--- config.mk ---
export PLATFORM = sky130hd
export DESIGN_NAME = led_pwm_array
export DESIGN_NICKNAME = d
export VERILOG_FILES = /design/src/rtl/led_pwm_array.sv
export SDC_FILE = /design/constraint.sdc
export NUM_CORES = 1
export LEC_CHECK = 0
export CAP_MARGIN = 20
export CORE_ASPECT_RATIO = 0.6
export CORE_MARGIN = 8
export CORE_UTILIZATION = 29
export CTS_BUF_LIST = sky130_fd_sc_hd__clkbuf_4
export DETAILED_ROUTE_END_ITERATION = 10
export DONT_BUFFER_PORTS = 1
export MAX_ROUTING_LAYER = met4
export PLACE_DENSITY = 0.49
export SETUP_SLACK_MARGIN = 0.3
export SLEW_MARGIN = 30
export SYNTH_ARGS = -nofsm -noshare
export SYNTH_HDL_FRONTEND = slang
export SYNTH_SLANG_ARGS = --single-unit
export TNS_END_PERCENT = 50
--- constraint.sdc ---
create_clock -name clk -period 8.3 [get_ports clk]
set_input_delay 1.66 -clock clk [delete_from_list [all_inputs] [get_ports clk]]
set_output_delay 1.66 -clock clk [all_outputs]
set_load 0.02 [all_outputs]
--- src/rtl/led_pwm_array.sv ---
// led_pwm_array: register-programmed LED driver array.
// Each channel is off, on, PWM-dimmed, or PWM-dimmed and gated by a slow group blink.
// A shared PWM counter drives every channel. Each channel compares the counter against
// a shadowed duty value, which only reloads at a period boundary.
module led_pwm_array #(
  parameter int NUM_CH    = 8,
  parameter int PWM_BITS  = 8,
  parameter int ADDR_BITS = 5
) (
  input  logic                 clk,
  input  logic                 reset,
  input  logic [ADDR_BITS-1:0] addr,
  input  logic [7:0]           wdata,
  input  logic                 w_en,
  input  logic                 r_en,
  output logic [7:0]           rdata,
  output logic                 rvalid,
  output logic [NUM_CH-1:0]    leds,
  output logic                 sleep,
  output logic                 period_start
);

  localparam int NUM_LO  = (NUM_CH + 3) / 4;
  localparam int LO_BASE = 3 + NUM_CH;
  localparam logic [PWM_BITS-1:0] CNT_MAX = '1;

  if ((NUM_CH < 1) || (NUM_CH > 16)) begin : g_bad_num_ch
    $error("led_pwm_array: NUM_CH must be 1..16");
  end
  if ((PWM_BITS < 4) || (PWM_BITS > 8)) begin : g_bad_pwm_bits
    $error("led_pwm_array: PWM_BITS must be 4..8");
  end
  if ((LO_BASE + NUM_LO) > (2 ** ADDR_BITS)) begin : g_bad_addr_bits
    $error("led_pwm_array: register map does not fit in ADDR_BITS");
  end

  logic                mode_sleep;
  logic                mode_invrt;
  logic [7:0]          grpduty;
  logic [7:0]          grpfreq;
  logic [7:0]          pwm_reg  [NUM_CH];
  logic [1:0]          led_mode [NUM_CH];
  logic [PWM_BITS-1:0] pwm_cnt;
  logic [PWM_BITS-1:0] shadow   [NUM_CH];
  logic [7:0]          blink_cnt;
  logic [7:0]          rd_mux;
  logic [NUM_CH-1:0]   led_val;
  logic                wr_mode;
  logic                sleep_nxt;
  logic                cnt_wrap;
  logic                group_on;

  // Sleep is looked at one write early, so the counter is already 0 in the
  // first sleeping cycle and never shows a stray count.
  assign wr_mode      = w_en && (addr == ADDR_BITS'(0));
  assign sleep_nxt    = wr_mode ? wdata[4] : mode_sleep;
  assign cnt_wrap     = !mode_sleep && (pwm_cnt == CNT_MAX);
  assign group_on     = (blink_cnt < grpduty);
  assign sleep        = mode_sleep;
  assign period_start = !mode_sleep && (pwm_cnt == '0);

  // Register file writes; LEDOUT bits of channels that do not exist are dropped.
  always_ff @(posedge clk or posedge reset) begin
    if (reset) begin
      mode_sleep <= 1'b1;
      mode_invrt <= 1'b0;
      grpduty    <= 8'hFF;
      grpfreq    <= 8'h00;
      for (int i = 0; i < NUM_CH; i++) begin
        pwm_reg[i]  <= '0;
        led_mode[i] <= '0;
      end
    end else if (w_en) begin
      if (addr == ADDR_BITS'(0)) begin
        mode_sleep <= wdata[4];
        mode_invrt <= wdata[2];
      end
      if (addr == ADDR_BITS'(1)) grpduty <= wdata;
      if (addr == ADDR_BITS'(2)) grpfreq <= wdata;
      for (int i = 0; i < NUM_CH; i++) begin
        if (addr == ADDR_BITS'(3 + i)) pwm_reg[i] <= wdata;
        if (addr == ADDR_BITS'(LO_BASE + i / 4)) led_mode[i] <= wdata[2*(i%4) +: 2];
      end
    end
  end

  // Read decode from the current register state; a write in the same cycle is not yet visible.
  always_comb begin
    rd_mux = '0;
    if (addr == ADDR_BITS'(0)) rd_mux = {3'b000, mode_sleep, 1'b0, mode_invrt, 2'b00};
    if (addr == ADDR_BITS'(1)) rd_mux = grpduty;
    if (addr == ADDR_BITS'(2)) rd_mux = grpfreq;
    for (int i = 0; i < NUM_CH; i++) begin
      if (addr == ADDR_BITS'(3 + i)) rd_mux = pwm_reg[i];
      if (addr == ADDR_BITS'(LO_BASE + i / 4)) rd_mux[2*(i%4) +: 2] = led_mode[i];
    end
  end

  // Read response: rvalid pulses one cycle after r_en, and rdata holds between reads.
  always_ff @(posedge clk or posedge reset) begin
    if (reset) begin
      rdata  <= 8'h00;
      rvalid <= 1'b0;
    end else begin
      rvalid <= r_en;
      if (r_en) rdata <= rd_mux;
    end
  end

  // PWM counter: free-running while awake; parked at 0 while asleep.
  always_ff @(posedge clk or posedge reset) begin
    if (reset) begin
      pwm_cnt <= '0;
    end else if (mode_sleep || sleep_nxt) begin
      pwm_cnt <= '0;
    end else begin
      pwm_cnt <= pwm_cnt + 1'b1;
    end
  end

  // Blink counter: one step per PWM period. The >= compare recovers when GRPFREQ drops below the count.
  always_ff @(posedge clk or posedge reset) begin
    if (reset) begin
      blink_cnt <= 8'h00;
    end else if (cnt_wrap) begin
      blink_cnt <= (blink_cnt >= grpfreq) ? 8'h00 : blink_cnt + 8'd1;
    end
  end

  // Duty shadows: reload only at period end, or continuously while asleep.
  always_ff @(posedge clk or posedge reset) begin
    if (reset) begin
      for (int i = 0; i < NUM_CH; i++) shadow[i] <= '0;
    end else if (mode_sleep || cnt_wrap) begin
      for (int i = 0; i < NUM_CH; i++) shadow[i] <= pwm_reg[i][7 -: PWM_BITS];
    end
  end

  // Per-channel mode select, before inversion.
  always_comb begin
    led_val = '0;
    for (int i = 0; i < NUM_CH; i++) begin
      case (led_mode[i])
        2'b00:   led_val[i] = 1'b0;
        2'b01:   led_val[i] = 1'b1;
        2'b10:   led_val[i] = (pwm_cnt < shadow[i]);
        default: led_val[i] = (pwm_cnt < shadow[i]) && group_on;
      endcase
    end
  end

  // Output register: while asleep every LED sits at the inactive level set by INVRT.
  always_ff @(posedge clk or posedge reset) begin
    if (reset) begin
      leds <= '0;
    end else if (mode_sleep) begin
      leds <= {NUM_CH{mode_invrt}};
    end else begin
      leds <= led_val ^ {NUM_CH{mode_invrt}};
    end
  end

endmodule

After elaboration in Yosys (flattened, before gate mapping)
Cells that the tools add are included.
- flip-flop bits (word level): 195
- output and inout bits: 19
- bits of input ports: 17
- logic and storage cells: 143
- bitwise operators: 1
- equality and inequality tests: 29
- $add $sub $neg: 2
- $lt $le $gt $ge: 10
- muxes and demuxes: 31
- reduce and logical (&&, ||, !) cells: 37
- operator list (kind ; number):
    two-way mux 8 bit ; 13
    < comparator 8 bit ; 9
    AND reduction 2 bit ; 13
    == test 5 x 4 -> 1 bit, second input constant ; 5
    one-hot mux 1 bit (3 select lines) ; 8
    == test 5 x 3 -> 1 bit, second input constant ; 4
    adder 8 x 1 -> 8 bit, second input constant ; 2
    == test 2 x 1 -> 1 bit, second input constant ; 8
    == test 2 bit, second input constant ; 8
    logical NOT 2 bit ; 8
    two-way mux 2 bit ; 8
    logical AND 1 bit ; 11
    == test 5 x 2 -> 1 bit, second input constant ; 2
    == test 8 bit, second input constant ; 1
    greater-or-equal comparator 8 bit ; 1
    logical NOT 8 bit ; 1
    bitwise XOR 8 bit ; 1
    == test 5 x 1 -> 1 bit, second input constant ; 1
    logical NOT 5 bit ; 1
    two-way mux 5 bit ; 1
    logical OR 1 bit ; 2
    logical NOT 1 bit ; 1
    two-way mux 1 bit ; 1

Depth between registers and ports, before layout
Gate-level depths: netlist (run 1).
- depth in word-level cells: 20
- depth in mapped cells: 9
- depth with buffers taken out: 8

Worst setup path after synthesis (run 1)
Ideal clock, no wire load.
- path type: input to register
- start: in addr[2]
- end: reg led_mode[10] (netlist bit)
- path slack: 5121 ps
- stages on the path: 6
- path buffers: 2
- data required time: 8175 ps
- arrival: 3054 ps
- library setup time: 125 ps
- cell sequence: buf_2 -> or3b_2 -> clkbuf_1 -> nor2_1 -> nand2_1 -> mux2_2
- cells in the longest elaborated chain, start to end: 2
- ends and longest elaborated chain (element ; RTL line ; text):
    start, declared ; 12 ; input logic [ADDR_BITS-1:0] addr,
    == test 5 x 4 -> 1 bit ; 82 ; if (addr == ADDR_BITS'(LO_BASE + i / 4)) led_mode[i] <= wdata[2*(i%4) +: 2];
    AND reduction 2 bit (no source line) ; n/a ;
    end signal, assigned by index ; 82 ;
    end, declared ; 42 ; logic [1:0] led_mode [NUM_CH];
No other way between the ends.
A chain may end at the register's enable or synchronous reset.

Worst setup path in the final report (run 1)
- start: reg pwm_cnt[6]
- end: out period_start
- cells in the longest elaborated chain, start to end: 2
- ends and longest elaborated chain (element ; RTL line ; text):
    start, declared ; 43 ; logic [PWM_BITS-1:0] pwm_cnt;
    start signal, assigned ; 117 ; pwm_cnt <= pwm_cnt + 1'b1;
    logical NOT 8 bit ; 60 ; assign period_start = !mode_sleep && (pwm_cnt == '0);
    logical AND 1 bit ; 60 ;
    end, declared ; 20 ; output logic period_start
No other way between the ends.

==> results by group, run 1 <==
Status
  – Outcome: complete, no violations

Worst setup path
  – Critical path class: flip-flop to output pin
  – Max FO, Critical Path: 12
  – Critical Path AT: about 2.1 ns
  – Crit. End Element: output pin
  – Startpoint Class: flip-flop
  – Worst path required time: around 6.6 ns
  – Reg-to-reg setup timing slack: around 5.6 ns
  – Worst reg2reg path startpoint: pwm_cnt[1]
  – R2R depth: 6
  – FF-to-FF End: shadow[26]

STA
  – Slew margin rel.: 0.4848
  – Final critical-path share of the clock period: 0.4514
  – Fmax: around 270 MHz
  – # setup viols final: 0
  – Worst-margin pin slew: between 0.7 and 0.8 ns
  – Setup TNS Final: 0 ns
  – Crit path time final: ~3.7 ns
  – Final Hold Viols: 0
  – Unrepaired setup endpoints after global routing: false
  – Setup Skew: 0.02372 ns
  – Pins Over Slew Limit: 0

GRT
  – Vias in the first global route: a little over 7,000
  – Initial antenna violation count: 2
  – First-pass GRT wire length: approximately 51 mm
  – Global Route Usage Sum: 0.1682
  – Remaining Overflow, GRT: 0
  – Largest net degree at the start of global routing: around 120

Route
  – Vias: between 7,000 and 8,000
  – Detailed Route WL: around 35 mm
  – WL/cell: about 24 um
  – Vias per cell: approximately 5.2
  – DRC: 0
  – Number of nets still failing antenna checks after routing: 0
  – DR pass1 iterations: 5
  – Detailed Route Iter0 Violations: between 800 and 900

Floorplan
  – Core Rows: 54
  – Initial Util: 0.2926
  – Chip Height: approximately 160 um
  – Core Area: roughly 0.036 mm^2
  – Die ar.: 0.04304 mm^2
  – Die W: 262.5 um
  – Ports: 36

Clock tree
  – CTS sink cnt: ~200
  – CTS buffer count: 17
  – Hold_buf cts: 0
  – CTS tree: yes
  – Cells resized by post-CTS repair: 0
  – Clk root buf: clkbuf_4
  – Worst-path clk slew: roughly 0.18 ns
  – Worst-skew pair later-pin latency: about 0.66 ns
  – Longest Clk Path Bufs: 2
  – CTS H-tree lvls: 4
  – Setup Fix Bufs, Post-CTS: 0

Final layout
  – Sequential cell area: 0.004891 mm^2
  – Area delta synth->final: 7.559%
  – Most frequent cells in the layout: dfrtp_1 (186), mux2_2 (162), inv_1 (79), ha_1 (74), nand2_1 (53)
  – Final Core Density: 0.3147
  – Share of cells above drive strength 1: 0.2392
  – Commonest non-fill, non-tap cell in the layout: dfrtp_1
  – Area of the multi-input gates: around 0.0052 mm^2
  – Number of fill cells: 3,694
  – Nets: 1,031

Yosys
  – Synth area leaders: dfrtp_1 (44%), mux2_2 (17%), ha_1 (8.8%), inv_1 (2.8%), dfstp_2 (2.2%)
  – FFs w/ async S/R, synth: 1.000
  – Mapped Cells: roughly 960
  – Compound-Gate Fraction of Synth Area: 0.1043
  – Synth cell types: 64
  – Simple-gate share of the synthesized area: 0.1061
  – Post-synthesis adder-cell area fraction: 0.08754
  – Most used DFF post-synth: dfrtp_1
  – Synth Cell Area: approximately 0.011 mm^2
  – EDFF count, synth: 0
  – Largest family of logic cells by synthesized area: multiplexers
  – Post-synthesis mux area share: 0.1812
  – Yosys top cell by area: dfrtp_1
  – XOR/XNOR Fraction of Synth Area: 0.01159
  – Syn nets: about 1,000
  – Flops & latches, synth: a little under 200
  – Syn Area/Cell: about 11 um^2
  – Register area share after synthesis: 0.4624
  – Synthesis Warnings: 0
  – Post-synth top area share: 0.4401

Worst hold path
  – HP Start: shadow[16]
  – Hold endpoint: shadow[16]
  – Hold path cells: 1
  – Hold Path Class: flip-flop to flip-flop

Placed design
  – Port Buffers: 0
  – DP HPWL: 25.65 mm
  – Routability cong.: around 1

Pwr
  – Logic pwr share: 0.308
  – Clock Power Share: 0.182
  – Leakage: around 5 nW
  – Net switching power: 1.158 mW
  – Internal power: between 1.5 and 2 mW
  – Max IR drop VDD: 0.1058 mV
  – Share of power burned in registers: 0.510
  – Sw Ratio: 0.3878
  – P per Cell Area: approximately 260 mW/mm^2

Flow run
  – MaxCap Viol Count: 0
==> per-stage QoR <==
| stage | instance area [um^2] | setup WS, ns | power, mW | std cells | hold WS [ns] |
|---|---|---|---|---|---|
| detailed placement | 11030 | 4.981 | 2.441 | 1395 | 0.4850 |
| global placement | 11020 | 4.909 | 2.415 | 1394 | 0.4708 |
| finish | 11380 | 4.554 | 2.987 | 1430 | 0.5217 |
| CTS | 11320 | 4.475 | 2.990 | 1427 | 0.5253 |
| global route | 11380 | 4.424 | 3.192 | 1430 | 0.5367 |
| floorplan | 10580 | 1.343 | 2.092 | 958 | 0.4498 |
==> logic make-up (layout without fill, tap and decap cells) <==
group,Yosys count,count (layout)
adder cells (fa/ha/maj),74,74
XOR/XNOR,14,14
other,0,1
AND/OR/NAND/NOR,215,215
multiplexers,170,170
buffers and inverters,124,119
AO/OA/AOI/OAI,166,166
flip-flops,195,195
==> worst max-delay path, cell delays in order, from the launching register on <==
cell and delay [ns]:
dfrtp_1 0.71, nor4_1 0.33, and4b_1 0.38
==> Yosys cell counts (all sizes together) (3+ instances only) <==
cell type,count
dfrtp,186
mux2,162
inv,80
ha,74
nand2,54
o21ai,48
nor2,45
nand3,33
clkbuf,28
a21oi,22
buf,16
nor3,16
nor3b,15
a211oi,11
a22oi,11
a21o,10
a31oi,10
nand2b,10
xnor2,10
dfstp,9
nor2b,8
o2111ai,8
a32oi,7
and3,7
mux2i,7
o221ai,7
nand3b,6
o21a,6
o22ai,5
or3,5
nand4,4
xor2,4
a2111oi,3
a211o,3
o211ai,3
==> per-layer routing <==
layer	wire length [um]	global-route usage	up-vias
li1	-	-	3408
met1	19260	0.2611	3819
met2	12340	0.1948	218
met3	3135	0.06714	14
met4	262	0.02596	0
met5	0	-	-
==> worst max path at each step <==
| stage | from | end | slack, ns |
|---|---|---|---|
| 4_1_cts | pwm_cnt[2] | period_start | 4.48 |
| 3_5_place_dp | addr[4] | pwm_reg[17] | 4.98 |
| 5_1_grt | pwm_cnt[0] | period_start | 4.42 |
| 6_report | pwm_cnt[6] | period_start | 4.55 |
| 2_1_floorplan | reset | blink_cnt[0] | 1.34 |
| 3_3_place_gp | reset | blink_cnt[4] | 4.91 |
==> power by group through the flow <==
| stage | Combinational (mW) | Clock (mW) | Sequential, mW |
|---|---|---|---|
| final | 0.920 | 0.543 | 1.52 |
| after global routing | 1.04 | 0.595 | 1.56 |
| after global placement | 0.881 | 0 | 1.53 |
| after floorplan | 0.695 | 0 | 1.40 |
| after CTS | 0.909 | 0.562 | 1.52 |
| after detailed placement | 0.901 | 0 | 1.54 |
==> layout make-up <==
| class | instances | share of cell area |
|---|---|---|
| antenna | 1 | 0.0002200 |
| inverter | 80 | 0.02706 |
| clock buffer | 18 | 0.01188 |
| multi-input combinational | 639 | 0.4570 |
| tap | 476 | 0.05235 |
| clock inverter | 14 | 0.01331 |
| timing repair buffer | 7 | 0.008249 |
| sequential | 195 | 0.4299 |
Note: power is estimated with default switching activity, not from simulation.
==> inputs of run 2 (changes only) <==
- clock period: 8.3 -> 3.8 ns (I/O delays scaled with it)
==> run 2 against run 1 <==
  * Non-clock buffer count up 1
  * Hold slack worse by 0.41 ns
  * Design area about the same
==> results by group, run 2 (synthesized netlist as in run 1, its figures left out) <==
STA
  – Crit path time final: 2.805 ns
  – Setup Skew: 0.04065 ns
  – Final Hold Viols: 0
  – Worst-margin pin slew: ~0.9 ns
  – # setup viols final: 0
  – Setup TNS Final: 0 ns
  – Pins Over Slew Limit: 0
  – Fmax: approximately 360 MHz
  – Unrepaired setup endpoints after global routing: false
  – Slew margin rel.: 0.4144
  – Worst setup margin: between 0.9 and 1 ns
  – Final critical-path share of the clock period: 0.7382
  – Fin Hold WS: ~0.11 ns

Placed design
  – DP HPWL: around 27 mm
  – Routability cong.: 0.9400
  – Pre-CTS setup slack: 1.065 ns
  – Port Buffers: 0
  – Placed instance count: ~1,400
  – Area after DPL: ~0.011 mm^2

Worst hold path
  – Hold path cells: 0
  – HP Start: r_en
  – Hold Path Class: input port to flip-flop
  – Hold endpoint: rvalid

Pwr
  – Power Total: between 6 and 7 mW
  – Internal power: roughly 4.1 mW
  – Clock Power Share: 0.184
  – Logic pwr share: 0.315
  – Leakage: 4.988 nW
  – P per Cell Area: around 600 mW/mm^2
  – Max IR drop VDD: slightly above 0.3 mV
  – Net switching power: ~2.6 mW
  – Share of power burned in registers: 0.501
  – Sw Ratio: 0.3908

Route
  – Vias per cell: between 5 and 6
  – Detailed Route WL: ~37 mm
  – DR pass1 iterations: 7
  – Vias: between 7,000 and 8,000
  – Detailed Route Iter0 Violations: around 800
  – WL/cell: approximately 26 um
  – DRC: 0
  – Number of nets still failing antenna checks after routing: 0

Final layout
  – Commonest non-fill, non-tap cell in the layout: dfrtp_1
  – Share of cells above drive strength 1: 0.2379
  – Final Core Density: 0.3145
  – Final Non-Filler Cells: about 1,400
  – Nets: 1,032
  – Most frequent cells in the layout: dfrtp_1 (186), mux2_2 (162), inv_1 (79), ha_1 (74), nand2_1 (53)
  – Final Cell Area: around 0.011 mm^2
  – Area delta synth->final: 7.501%

Status
  – Outcome: complete, no violations

GRT
  – Initial antenna violation count: 1
  – First-pass GRT wire length: about 53 mm
  – GR peak layer: met1
  – Remaining Overflow, GRT: 0
  – Met3 Usage GRT: 0.06609
  – Global Route Usage Sum: 0.1765
  – GRT met1 Usage: 0.2712
  – Largest net degree at the start of global routing: around 150
  – Vias in the first global route: 7,286
  – Met2 usage: 0.2047

Floorplan
  – Die W: 262.5 um
  – Initial Util: 0.2926
  – Core Area: between 0.03 and 0.04 mm^2
  – Chip Height: approximately 160 um
  – Die ar.: 0.04304 mm^2
  – Core Rows: 54
  – Ports: 36

Clock tree
  – CTS sink cnt: 195
  – CTS H-tree lvls: 4
  – Setup Fix Bufs, Post-CTS: 0
  – Clk root buf: clkbuf_4
  – CTS buffer count: 17
  – CTS tree: yes
  – Worst-skew pair later-pin latency: between 0.6 and 0.7 ns
  – Longest Clk Path Bufs: 2
  – Cells resized by post-CTS repair: 0
  – Worst-path clk slew: ~0.17 ns

Worst setup path
  – Reg-to-reg setup timing slack: 1.08 ns
  – Worst path required time: around 3.0 ns
  – Max FO, Critical Path: 12
  – Slowest Stage Delay on Critical Path: about 0.69 ns
  – Critical-path top delay cell: dfrtp_1
  – Critical path class: flip-flop to output pin
  – CP Depth: 2
  – Startpoint Class: flip-flop
  – FF-to-FF End: shadow[35]
  – Buffers plus inverters on the worst setup path: 0
  – Crit. End Element: output pin
  – R2R depth: 6
  – Critical Path AT: between 2 and 2.5 ns
  – Crit-path leading delay family: simple AND/OR/NAND/NOR gates
  – Worst reg2reg path startpoint: pwm_cnt[1]
  – Crit path cell chain: nor4_1 -> and4b_1

Flow run
  – MaxCap Viol Count: 0
==> run 2: cell types whose count changed in the layout (fill, tap and decap cells not counted), sizes merged <==
cell,before,now
inv,84,82
bufinv,1,2
dlygate4sd3,0,1
clkinvlp,4,5
==> run 2: worst max path at each step <==
| stage | slack, ns | startpoint | endpoint |
|---|---|---|---|
| CTS | 0.90 | pwm_cnt[7] | period_start |
| detailed placement | 1.06 | addr[1] | rdata[3] |
| finish | 0.99 | pwm_cnt[6] | period_start |
| floorplan | 0.53 | reset | blink_cnt[0] |
| global route | 0.89 | pwm_cnt[6] | period_start |
| global placement | 1.04 | addr[1] | rdata[3] |
==> run 2: area by class of cell <==
| type | instances | area [um^2] |
|---|---|---|
| Antenna cell | 1 | 2.502 |
| Clock buffer | 18 | 135.1 |
| Clock inverter | 14 | 155.1 |
| Fill cell | 3713 | 24780 |
| Inverter | 80 | 304.0 |
| Multi-Input combinational cell | 639 | 5199 |
| Sequential cell | 195 | 4891 |
| Tap cell | 476 | 595.6 |
| Timing Repair Buffer | 8 | 87.58 |
==> run 2: worst reg2reg max path, cell delays in order (launching register included) <==
cell,delay (ns)
dfrtp_1,0.61
ha_1,0.36
nand3_4,0.12
nor2_1,0.09
nor2_4,0.64
buf_4,0.42
mux2_2,0.38
==> run 2: repair_timing <==
action | CTS | global route
endpoints found under the setup margin | 0 | 0
hold endpoints to repair | 9 | 0
hold buffers | 1 | 0
==> run 2: power by group through the flow <==
stage               registers [mW]  logic (mW)  clock network (mW)
global placement              3.36        2.01                   0
finish                        3.34        2.10                1.23
CTS                           3.33        2.07                1.27
floorplan                     3.05        1.52                   0
global route                  3.42        2.33                1.35
detailed placement            3.37        2.04                   0
==> run 2: per-layer routing <==
metal	routed length [um]	part of all wire
met5	0	0
met4	538	0.015
met3	4014	0.11
met2	12790	0.35
met1	19340	0.53
==> inputs of run 3 (changes only) <==
- clock period: 3.8 -> 2.8 ns (I/O delays scaled with it)
==> run 3 against run 2 <==
  * Flip-flop and latch count is the same
  * Via count grew 1.6%
  * First-iteration DRC count shrank 4.2%
  * Hold slack lost 0.056 ns
  * Critical endpoint unchanged
  * Die area is the same
  * Sequential power grew 30%
==> results by group, run 3 (synthesized netlist as in run 1, its figures left out) <==
Clock tree
  – Longest Clk Path Bufs: 2
  – Worst-path clk slew: around 0.16 ns
  – CTS H-tree lvls: 4
  – CTS sink cnt: around 200
  – CTS buffer count: 17
  – Clk root buf: clkbuf_4
  – CTS tree: yes
  – Worst-skew pair later-pin latency: roughly 0.64 ns

Final layout
  – Share of cells above drive strength 1: 0.2599
  – Nets: approximately 1,100
  – Commonest non-fill, non-tap cell in the layout: dfrtp_1
  – Final Core Density: 0.3243
  – Final Cell Area: 0.01172 mm^2
  – Most frequent cells in the layout: dfrtp_1 (185), mux2_2 (162), inv_1 (79), ha_1 (74), nand2_1 (53)
  – Number of fill cells: between 3,000 and 4,000
  – Area delta synth->final: 10.84%

Worst setup path
  – Critical Path AT: around 1.8 ns
  – Worst path required time: ~2.2 ns
  – R2R depth: 8
  – FF-to-FF End: leds[3]
  – Critical path class: flip-flop to output pin
  – Startpoint Class: flip-flop
  – Worst reg2reg path startpoint: pwm_cnt[2]
  – Max FO, Critical Path: 12
  – Reg-to-reg setup timing slack: between 0.4 and 0.5 ns
  – Crit. End Element: output pin

STA
  – Slew margin rel.: 0.4518
  – Worst-margin pin slew: 0.8205 ns
  – Crit path time final: between 2 and 2.5 ns
  – Pins Over Slew Limit: 0
  – Fmax: 416.3 MHz
  – Unrepaired setup endpoints after global routing: true
  – Setup TNS Final: 0 ns
  – Final Hold Viols: 0
  – Setup Skew: 0.02254 ns
  – Fin Hold WS: 0.05695 ns
  – Final critical-path share of the clock period: 0.8579
  – # setup viols final: 0

Placed design
  – Routability cong.: approximately 0.9
  – Port Buffers: 0
  – Area after DPL: around 0.011 mm^2
  – DP HPWL: 26.36 mm

Worst hold path
  – HP Start: wdata[3]
  – Hold Path Class: input port to flip-flop
  – Hold path cells: 1
  – Hold endpoint: pwm_reg[43]

Route
  – Vias per cell: about 5.3
  – Detailed Route Iter0 Violations: slightly below 800
  – Vias: just under 8,000
  – DR pass1 iterations: 7
  – Detailed Route WL: 36.53 mm
  – DRC: 0
  – Number of nets still failing antenna checks after routing: 0
  – WL/cell: approximately 25 um

Flow run
  – MaxCap Viol Count: 0

Floorplan
  – Core Area: 0.03615 mm^2
  – Die W: approximately 260 um
  – Initial Util: 0.2926
  – Die ar.: between 0.04 and 0.05 mm^2
  – Core Rows: 54
  – Chip Height: ~160 um
  – Ports: 36

Status
  – Outcome: complete, no violations

GRT
  – Vias in the first global route: between 7,000 and 8,000
  – First-pass GRT wire length: between 50 and 60 mm
  – Initial antenna violation count: 1
  – Remaining Overflow, GRT: 0
  – Global Route Usage Sum: 0.1753
  – Largest net degree at the start of global routing: 53

Pwr
  – Power Total: about 9.2 mW
  – P per Cell Area: a little under 800 mW/mm^2
  – Leakage: 5.195 nW
  – Max IR drop VDD: 0.2585 mV
==> run 3: cell count changes in the layout (fill, tap and decap cells not counted), moves of 2 or more <==
cell / previous run / this run
buf_6: 0 / 2
clkbuf_4: 18 / 20
bufinv_16: 2 / 4
clkinvlp_4: 5 / 1
dlygate4sd3_1: 1 / 9
buf_4: 5 / 28
clkinv_4: 1 / 3
inv_6: 3 / 1
==> run 3: worst max-delay path by stage <==
stage                     slack (ns)            to    startpoint  depth (start not counted)
after detailed placement        0.39    shadow[31]    pwm_cnt[0]                          6
after global placement          0.42  blink_cnt[4]  blink_cnt[0]                          8
final                           0.40  period_start    pwm_cnt[2]                          3
after floorplan                -0.27  blink_cnt[0]         reset                          1
after global routing            0.29  blink_cnt[4]  blink_cnt[0]                          8
after CTS                       0.31  period_start    pwm_cnt[3]                          3
==> run 3: cell type report <==
class                      instances  area, um^2  area share
antenna                            1       2.502   0.0002135
clock inverter                    12       180.2     0.01537
sequential                       195        4896      0.4177
clock buffer                      20       150.1     0.01281
tap                              476       595.6     0.05081
inverter                          80       304.0     0.02594
multi-input combinational        640        5211      0.4446
timing repair buffer              42       382.9     0.03266
==> run 3: per-layer routing <==
| layer | track usage | share of wire |
|---|---|---|
| met1 | 0.2628 | 0.53 |
| met2 | 0.2115 | 0.36 |
| met5 | - | 0 |
| met3 | 0.06923 | 0.10 |
| met4 | 0.03604 | 0.012 |
==> run 3: repair_timing <==
action                                  CTS  global route
hold buffers                              9             0
endpoints found under the setup margin    1             7
hold endpoints to repair                 35             0
buffers inserted                          1             0
gates cloned                              0             1
pin swaps                                 0             2
gates resized for setup                   3             3
==> run 3: power breakdown <==
group / total, mW / internal [mW] / switching [mW]
registers: 4.34 / 3.62 / 0.725
clock network: 1.80 / 0.747 / 1.05
logic: 3.09 / 1.44 / 1.65
total: 9.23 / 5.80 / 3.43
==> run 3: worst max-delay path, stage by stage, from the launching register on <==
cell and delay (ns):
dfrtp_1 0.41, buf_4 0.21, nor4_1 0.26, and4b_2 0.34
==> run 3: stage by stage <==
| step | std cells | setup WS, ns |
|---|---|---|
| 2_1_floorplan | 958 | -0.2710 |
| 3_3_place_gp | 1422 | 0.4170 |
| 3_5_place_dp | 1422 | 0.3950 |
| 4_1_cts | 1464 | 0.3052 |
| 5_1_grt | 1466 | 0.2920 |
| 6_report | 1466 | 0.3980 |
